$ cat src/rtl/csr_arbiter_if.sv
// Two-master CSR bus bundle: master request/response pairs plus the shared
// CSR slave bus, seen from the arbiter (slave) and from its environment.
interface csr_arbiter_if #(
  parameter int ADDR_WIDTH = 5,
  parameter int DATA_WIDTH = 8
);
  logic                  m0_req;
  logic [ADDR_WIDTH-1:0] m0_a;
  logic [DATA_WIDTH-1:0] m0_di;
  logic                  m0_we;
  logic                  m0_lock;
  logic                  m0_gnt;
  logic                  m0_ack;
  logic [DATA_WIDTH-1:0] m0_do;

  logic                  m1_req;
  logic [ADDR_WIDTH-1:0] m1_a;
  logic [DATA_WIDTH-1:0] m1_di;
  logic                  m1_we;
  logic                  m1_lock;
  logic                  m1_gnt;
  logic                  m1_ack;
  logic [DATA_WIDTH-1:0] m1_do;

  logic [ADDR_WIDTH-1:0] csr_a;
  logic [DATA_WIDTH-1:0] csr_do;
  logic                  csr_we;
  logic [DATA_WIDTH-1:0] csr_di;

  modport slave (
    input  m0_req, m0_a, m0_di, m0_we, m0_lock,
    output m0_gnt, m0_ack, m0_do,
    input  m1_req, m1_a, m1_di, m1_we, m1_lock,
    output m1_gnt, m1_ack, m1_do,
    output csr_a, csr_do, csr_we,
    input  csr_di
  );

  modport master (
    output m0_req, m0_a, m0_di, m0_we, m0_lock,
    input  m0_gnt, m0_ack, m0_do,
    output m1_req, m1_a, m1_di, m1_we, m1_lock,
    input  m1_gnt, m1_ack, m1_do,
    input  csr_a, csr_do, csr_we,
    output csr_di
  );
endinterface

$ cat src/rtl/csr_arbiter.sv
// Two-master CSR bus arbiter: grant -> access strobe -> ack, with
// round-robin or fixed priority and bounded locked bursts.
module csr_arbiter #(
  parameter int ADDR_WIDTH = 5,
  parameter int DATA_WIDTH = 8,
  parameter int FIXED_PRIO = 0,
  parameter int HOLD_MAX   = 4
) (
  input logic          clk,
  input logic          rst_n,
  csr_arbiter_if.slave bus
);

  typedef enum logic [1:0] {
    IDLE,
    ACCESS,
    ACK
  } state_t;

  localparam logic       FIXED = (FIXED_PRIO != 0);
  localparam logic [3:0] HOLD  = 4'(HOLD_MAX);

  state_t state_q, state_d;
  logic   owner_q, owner_d;
  logic   last_q, last_d;
  logic   lockv_q, lockv_d;
  logic   we_q, we_d;
  logic   [3:0] cnt_q, cnt_d;
  logic   [ADDR_WIDTH-1:0] a_q, a_d;
  logic   [DATA_WIDTH-1:0] wd_q, wd_d;
  logic   [DATA_WIDTH-1:0] rd0_q, rd0_d;
  logic   [DATA_WIDTH-1:0] rd1_q, rd1_d;
  logic   hold;
  logic   both;
  logic   win;

  always_ff @(posedge clk or negedge rst_n) begin
    if (!rst_n) begin
      state_q <= IDLE;
      owner_q <= 1'b0;
      last_q  <= 1'b1;
      lockv_q <= 1'b0;
      we_q    <= 1'b0;
      cnt_q   <= 4'd0;
      a_q     <= '0;
      wd_q    <= '0;
      rd0_q   <= '0;
      rd1_q   <= '0;
    end else begin
      state_q <= state_d;
      owner_q <= owner_d;
      last_q  <= last_d;
      lockv_q <= lockv_d;
      we_q    <= we_d;
      cnt_q   <= cnt_d;
      a_q     <= a_d;
      wd_q    <= wd_d;
      rd0_q   <= rd0_d;
      rd1_q   <= rd1_d;
    end
  end

  always_comb begin
    state_d = state_q;
    owner_d = owner_q;
    last_d  = last_q;
    lockv_d = lockv_q;
    we_d    = we_q;
    cnt_d   = cnt_q;
    a_d     = a_q;
    wd_d    = wd_q;
    rd0_d   = rd0_q;
    rd1_d   = rd1_q;
    win     = 1'b0;
    both    = bus.m0_req && bus.m1_req;
    // locked owner keeps the bus until its burst budget is spent
    hold    = lockv_q
           && (last_q ? bus.m1_req : bus.m0_req)
           && (cnt_q < HOLD);
    unique case (state_q)
      IDLE: begin
        if (bus.m0_req || bus.m1_req) begin
          if (hold)
            win = last_q;
          else if (both)
            win = FIXED ? 1'b0 : !last_q;
          else
            win = bus.m1_req;
          cnt_d   = hold ? cnt_q + 4'd1 : 4'd1;
          owner_d = win;
          a_d     = win ? bus.m1_a  : bus.m0_a;
          wd_d    = win ? bus.m1_di : bus.m0_di;
          we_d    = win ? bus.m1_we : bus.m0_we;
          state_d = ACCESS;
        end
      end
      ACCESS: begin
        if (owner_q)
          rd1_d = bus.csr_di;
        else
          rd0_d = bus.csr_di;
        state_d = ACK;
      end
      ACK: begin
        lockv_d = owner_q ? bus.m1_lock : bus.m0_lock;
        last_d  = owner_q;
        state_d = IDLE;
      end
      default: state_d = IDLE;
    endcase
  end

  // idle drives zeros so the OR-combined read bus also idles at zero
  assign bus.csr_a  = (state_q == IDLE) ? '0 : a_q;
  assign bus.csr_do = (state_q == IDLE) ? '0 : wd_q;
  assign bus.csr_we = (state_q == ACCESS) && we_q;

  assign bus.m0_gnt = (state_q != IDLE) && !owner_q;
  assign bus.m1_gnt = (state_q != IDLE) && owner_q;
  assign bus.m0_ack = (state_q == ACK) && !owner_q;
  assign bus.m1_ack = (state_q == ACK) && owner_q;
  assign bus.m0_do  = rd0_q;
  assign bus.m1_do  = rd1_q;

endmodule

$ cat src/flat_wrapper.sv
// flat-port wrapper written by rule: the top's interface ports become plain ports
module csr_arbiter_flat 
#(
  parameter int ADDR_WIDTH = 5,
  parameter int DATA_WIDTH = 8,
  parameter int FIXED_PRIO = 0,
  parameter int HOLD_MAX   = 4
)
  (clk, rst_n, bus_m0_req, bus_m0_a, bus_m0_di, bus_m0_we, bus_m0_lock, bus_m0_gnt, bus_m0_ack, bus_m0_do, bus_m1_req, bus_m1_a, bus_m1_di, bus_m1_we, bus_m1_lock, bus_m1_gnt, bus_m1_ack, bus_m1_do, bus_csr_a, bus_csr_do, bus_csr_we, bus_csr_di);
  csr_arbiter_if #(.ADDR_WIDTH(ADDR_WIDTH), .DATA_WIDTH(DATA_WIDTH)) bus_i ();
  input logic clk;
  input logic rst_n;
  input wire logic [$bits(bus_i.m0_req)-1:0] bus_m0_req;
  input wire logic [$bits(bus_i.m0_a)-1:0] bus_m0_a;
  input wire logic [$bits(bus_i.m0_di)-1:0] bus_m0_di;
  input wire logic [$bits(bus_i.m0_we)-1:0] bus_m0_we;
  input wire logic [$bits(bus_i.m0_lock)-1:0] bus_m0_lock;
  output wire logic [$bits(bus_i.m0_gnt)-1:0] bus_m0_gnt;
  output wire logic [$bits(bus_i.m0_ack)-1:0] bus_m0_ack;
  output wire logic [$bits(bus_i.m0_do)-1:0] bus_m0_do;
  input wire logic [$bits(bus_i.m1_req)-1:0] bus_m1_req;
  input wire logic [$bits(bus_i.m1_a)-1:0] bus_m1_a;
  input wire logic [$bits(bus_i.m1_di)-1:0] bus_m1_di;
  input wire logic [$bits(bus_i.m1_we)-1:0] bus_m1_we;
  input wire logic [$bits(bus_i.m1_lock)-1:0] bus_m1_lock;
  output wire logic [$bits(bus_i.m1_gnt)-1:0] bus_m1_gnt;
  output wire logic [$bits(bus_i.m1_ack)-1:0] bus_m1_ack;
  output wire logic [$bits(bus_i.m1_do)-1:0] bus_m1_do;
  output wire logic [$bits(bus_i.csr_a)-1:0] bus_csr_a;
  output wire logic [$bits(bus_i.csr_do)-1:0] bus_csr_do;
  output wire logic [$bits(bus_i.csr_we)-1:0] bus_csr_we;
  input wire logic [$bits(bus_i.csr_di)-1:0] bus_csr_di;
  assign bus_i.m0_req = bus_m0_req;
  assign bus_i.m0_a = bus_m0_a;
  assign bus_i.m0_di = bus_m0_di;
  assign bus_i.m0_we = bus_m0_we;
  assign bus_i.m0_lock = bus_m0_lock;
  assign bus_m0_gnt = bus_i.m0_gnt;
  assign bus_m0_ack = bus_i.m0_ack;
  assign bus_m0_do = bus_i.m0_do;
  assign bus_i.m1_req = bus_m1_req;
  assign bus_i.m1_a = bus_m1_a;
  assign bus_i.m1_di = bus_m1_di;
  assign bus_i.m1_we = bus_m1_we;
  assign bus_i.m1_lock = bus_m1_lock;
  assign bus_m1_gnt = bus_i.m1_gnt;
  assign bus_m1_ack = bus_i.m1_ack;
  assign bus_m1_do = bus_i.m1_do;
  assign bus_csr_a = bus_i.csr_a;
  assign bus_csr_do = bus_i.csr_do;
  assign bus_csr_we = bus_i.csr_we;
  assign bus_i.csr_di = bus_csr_di;
  csr_arbiter #(.ADDR_WIDTH(ADDR_WIDTH), .DATA_WIDTH(DATA_WIDTH), .FIXED_PRIO(FIXED_PRIO), .HOLD_MAX(HOLD_MAX)) u_core (.clk(clk), .rst_n(rst_n), .bus(bus_i));
endmodule
$ cat config.mk
export PLATFORM = sky130hd
export DESIGN_NAME = csr_arbiter_flat
export DESIGN_NICKNAME = d
export VERILOG_FILES = /design/src/rtl/csr_arbiter_if.sv /design/src/rtl/csr_arbiter.sv /design/src/flat_wrapper.sv
export SDC_FILE = /design/constraint.sdc
export NUM_CORES = 1
export LEC_CHECK = 0
export BUFFER_PORTS_ARGS = -buffer_cell sky130_fd_sc_hd__buf_2
export CORE_MARGIN = 10
export CORE_UTILIZATION = 48
export CTS_CLUSTER_SIZE = 20
export DETAILED_ROUTE_END_ITERATION = 10
export GPL_ROUTABILITY_DRIVEN = 0
export PLACE_DENSITY = 0.85
export SLEW_MARGIN = 25
export SYNTH_ARGS = -nofsm -noshare
export SYNTH_HDL_FRONTEND = slang
export SYNTH_SLANG_ARGS = --single-unit
$ cat constraint.sdc
create_clock -name clk -period 2.3 [get_ports clk]
set_clock_uncertainty 0.2 [all_clocks]
set_input_delay 0.345 -clock clk [delete_from_list [all_inputs] [get_ports clk]]
set_output_delay 0.345 -clock clk [all_outputs]
set_load 0.1 [all_outputs]
==> results.tsv <==
metric	value	unit
start_util	50.7	%
ant_nets	0	
synth_edf_count	0	
clkTransAtPathRegs	0.07	ns
crit_cells	3	
hold_class	in2reg	
setup-violations-final	0	
fin_ws	0.0990	ns
fin_hold_ws	0.0801	ns
rows	22	
ys.flop_type	dfrtp_1	
antenna_found_initial	0	
multi_input_area	830	µm²
crit_fanout	27	
detail_route.vias_per_cell	5.40	
synth_area	1880	µm²
synth-seq-cells	39	
fin_nets	288	
synth_cell_type_count	29	
grt_overflow	0	
crit_path_max_incr_delay	0.49	ns
cts_buffers	5	
crit_start	u_core.state_q[1]	
yosysTopAreaCellShare	50.5	%
hold_viol_final	0	
area_delta_synth_final	37.5	%
grt_pass1_vias	1587	
timing.final.max_slew_violations	0	
dieArea	6830	µm²
syn_nets	213	
reg2reg_depth	4	
fp.dieH	82.6	µm
vias	1588	
path_buf_inv	1	
ioPinCount	76	
preCtsSetupSlack	0.275	ns
dp_hpwl	3750	µm
ys_async_sr_fraction	100	%
clockBufferDepth	2	
required	1.75	ns
drc_errors	0	
avgSynthCellArea	11.1	µm²
fillers	270	
synth_largest_area_cell	dfrtp_1	
area.sequential	977	µm²
fin_crit	2.20	ns
worst_setup_path_end_kind	output pin	
cp_slowest_cell	or2_2	
r2r_slack	0.45	ns
yosys_warnings	0	
track_usage	14.9	%
clock_latency	0.29	ns
io_buffers	75	
criticalPathCategory	reg2out	
crit_path_end	bus_csr_a[0]	
routed_wl	4900	µm
slew_headroom	39.6	%
syn-instance-count	170	
cp.arrival	1.66	ns
seq_area_frac_synth	51.9	%
yosysMostFrequentCell	dfrtp_1	
r2r-start	u_core.state_q[1]	
drt-initial-drc-count	86	
worst_pin_slew	0.903	ns
synthTopCellsByArea	dfrtp_1 50%, a221o_1 7.4%, o21ai_1 5.6%, mux2_2 5.4%, and2_1 5.3%	
grt_pass1_wl	7740	µm
crit_chain	or2_2 -> and2_1 -> buf_12	
avgRoutedWirePerCell	16.7	µm
max_freq	454	MHz
diodes	0	
synthTopCellsByCount	38 x dfrtp_1, 21 x o21ai_1, 17 x nand2_1	
rsz0062_at_grt	false	
drv_cap	0	
cts.sinks	39	
status	completed	
fin_setup_tns	0	ns
crit_family	simple AND/OR/NAND/NOR gates	
cts_tree	yes	
critPathLaunchType	flip-flop	
core	3720	µm²
layout-drive-gt1-share	43.1	%
period_share	95.7	%
grt_max_degree	40	
cts_max_level	2	
first_pass_iters	4	
die_w	82.6	µm
cts_root_buf	clkbuf_8	
r2r-end	u_core.a_q[3]	
## layout make-up
type,count,area share (%)
tap,48,2.32
timing repair buffer,79,23.3
clock inverter,3,1.69
multi-input combinational,118,32.0
inverter,2,0.290
sequential,39,37.7
clock buffer,5,2.66
## worst min-delay path by stage
stage	startpoint	end	slack, ns	cells past startpoint
floorplan	rst_n	u_core.a_q[0]	-0.15	0
global placement	rst_n	u_core.a_q[4]	0.22	2
detailed placement	rst_n	u_core.a_q[4]	0.22	2
CTS	bus_m0_a[1]	u_core.a_q[1]	0.08	2
global route	bus_m0_we	u_core.we_q	0.08	2
finish	bus_m0_a[1]	u_core.a_q[1]	0.08	2
## registers in the layout (all words and copies together), names as in the netlist
signal,count
u_core.bus.m0_do,8
u_core.bus.m1_do,8
u_core.wd_q,8
u_core.a_q,5
u_core.cnt_q,4
u_core.state_q,2
u_core.last_q,1
u_core.lockv_q,1
u_core.owner_q,1
u_core.we_q,1
## logic make-up (layout without fill, tap and decap cells)
family,count (synthesis),count (layout),synth area share (%)
xor+xnor,1,1,0.465
compound gates,49,49,17.5
buf+inv,13,89,4.58
fa+ha+maj,1,1,0.664
mux,18,18,10.7
simple gates,49,49,14.2
flops,39,39,51.9
## through the flow
step                cell area, µm²  utilization (%)  instances
finish                        2590             69.7        294
global route                  2590             69.7        294
CTS                           2590             69.7        294
detailed placement            2470             66.4        285
global placement              2470             66.4        285
floorplan                     1890                -        170
## layout by cell type (no fill, tap or decap)
| master | count |
|---|---|
| a22o_1 | 2 |
| buf_12 | 13 |
| dlygate4sd3_1 | 1 |
| clkinv_4 | 1 |
| a221o_1 | 14 |
| mux2i_1 | 1 |
| inv_1 | 2 |
| clkinv_2 | 1 |
| mux2_1 | 8 |
| and3_1 | 1 |
| mux2_2 | 9 |
| dfrtp_1 | 38 |
| or2b_1 | 1 |
| nor2_2 | 4 |
| dfstp_2 | 1 |
| o21ai_1 | 21 |
| clkbuf_8 | 5 |
| buf_2 | 62 |
| a21oi_1 | 1 |
| xnor2_1 | 1 |
| nor3b_2 | 1 |
| and2b_4 | 1 |
| ha_1 | 1 |
| a21oi_2 | 1 |
| a21o_1 | 1 |
| nor3b_4 | 1 |
| nor2_1 | 5 |
| nand2_1 | 17 |
| or2_2 | 1 |
| and2_4 | 1 |
| and2_1 | 16 |
| o21ai_0 | 9 |
| buf_4 | 3 |
| bufinv_16 | 1 |
## routing by layer
layer	share of wire (%)	up-vias	track usage, %
met2	52	58	25.7
li1	-	756	-
met3	10	6	5.29
met5	0	-	0
met1	37	768	16.4
met4	1.2	0	5.85
## repair_timing
item,in CTS,in global routing
setup buffers,0,0
endpoints found under the hold margin,38,0
endpoints found under the setup margin,13,0
hold buffers,1,0
gates resized for setup,1,0
Power is not shown: default switching activity piles up to over one toggle a cycle in this logic, so the estimate is an artifact.
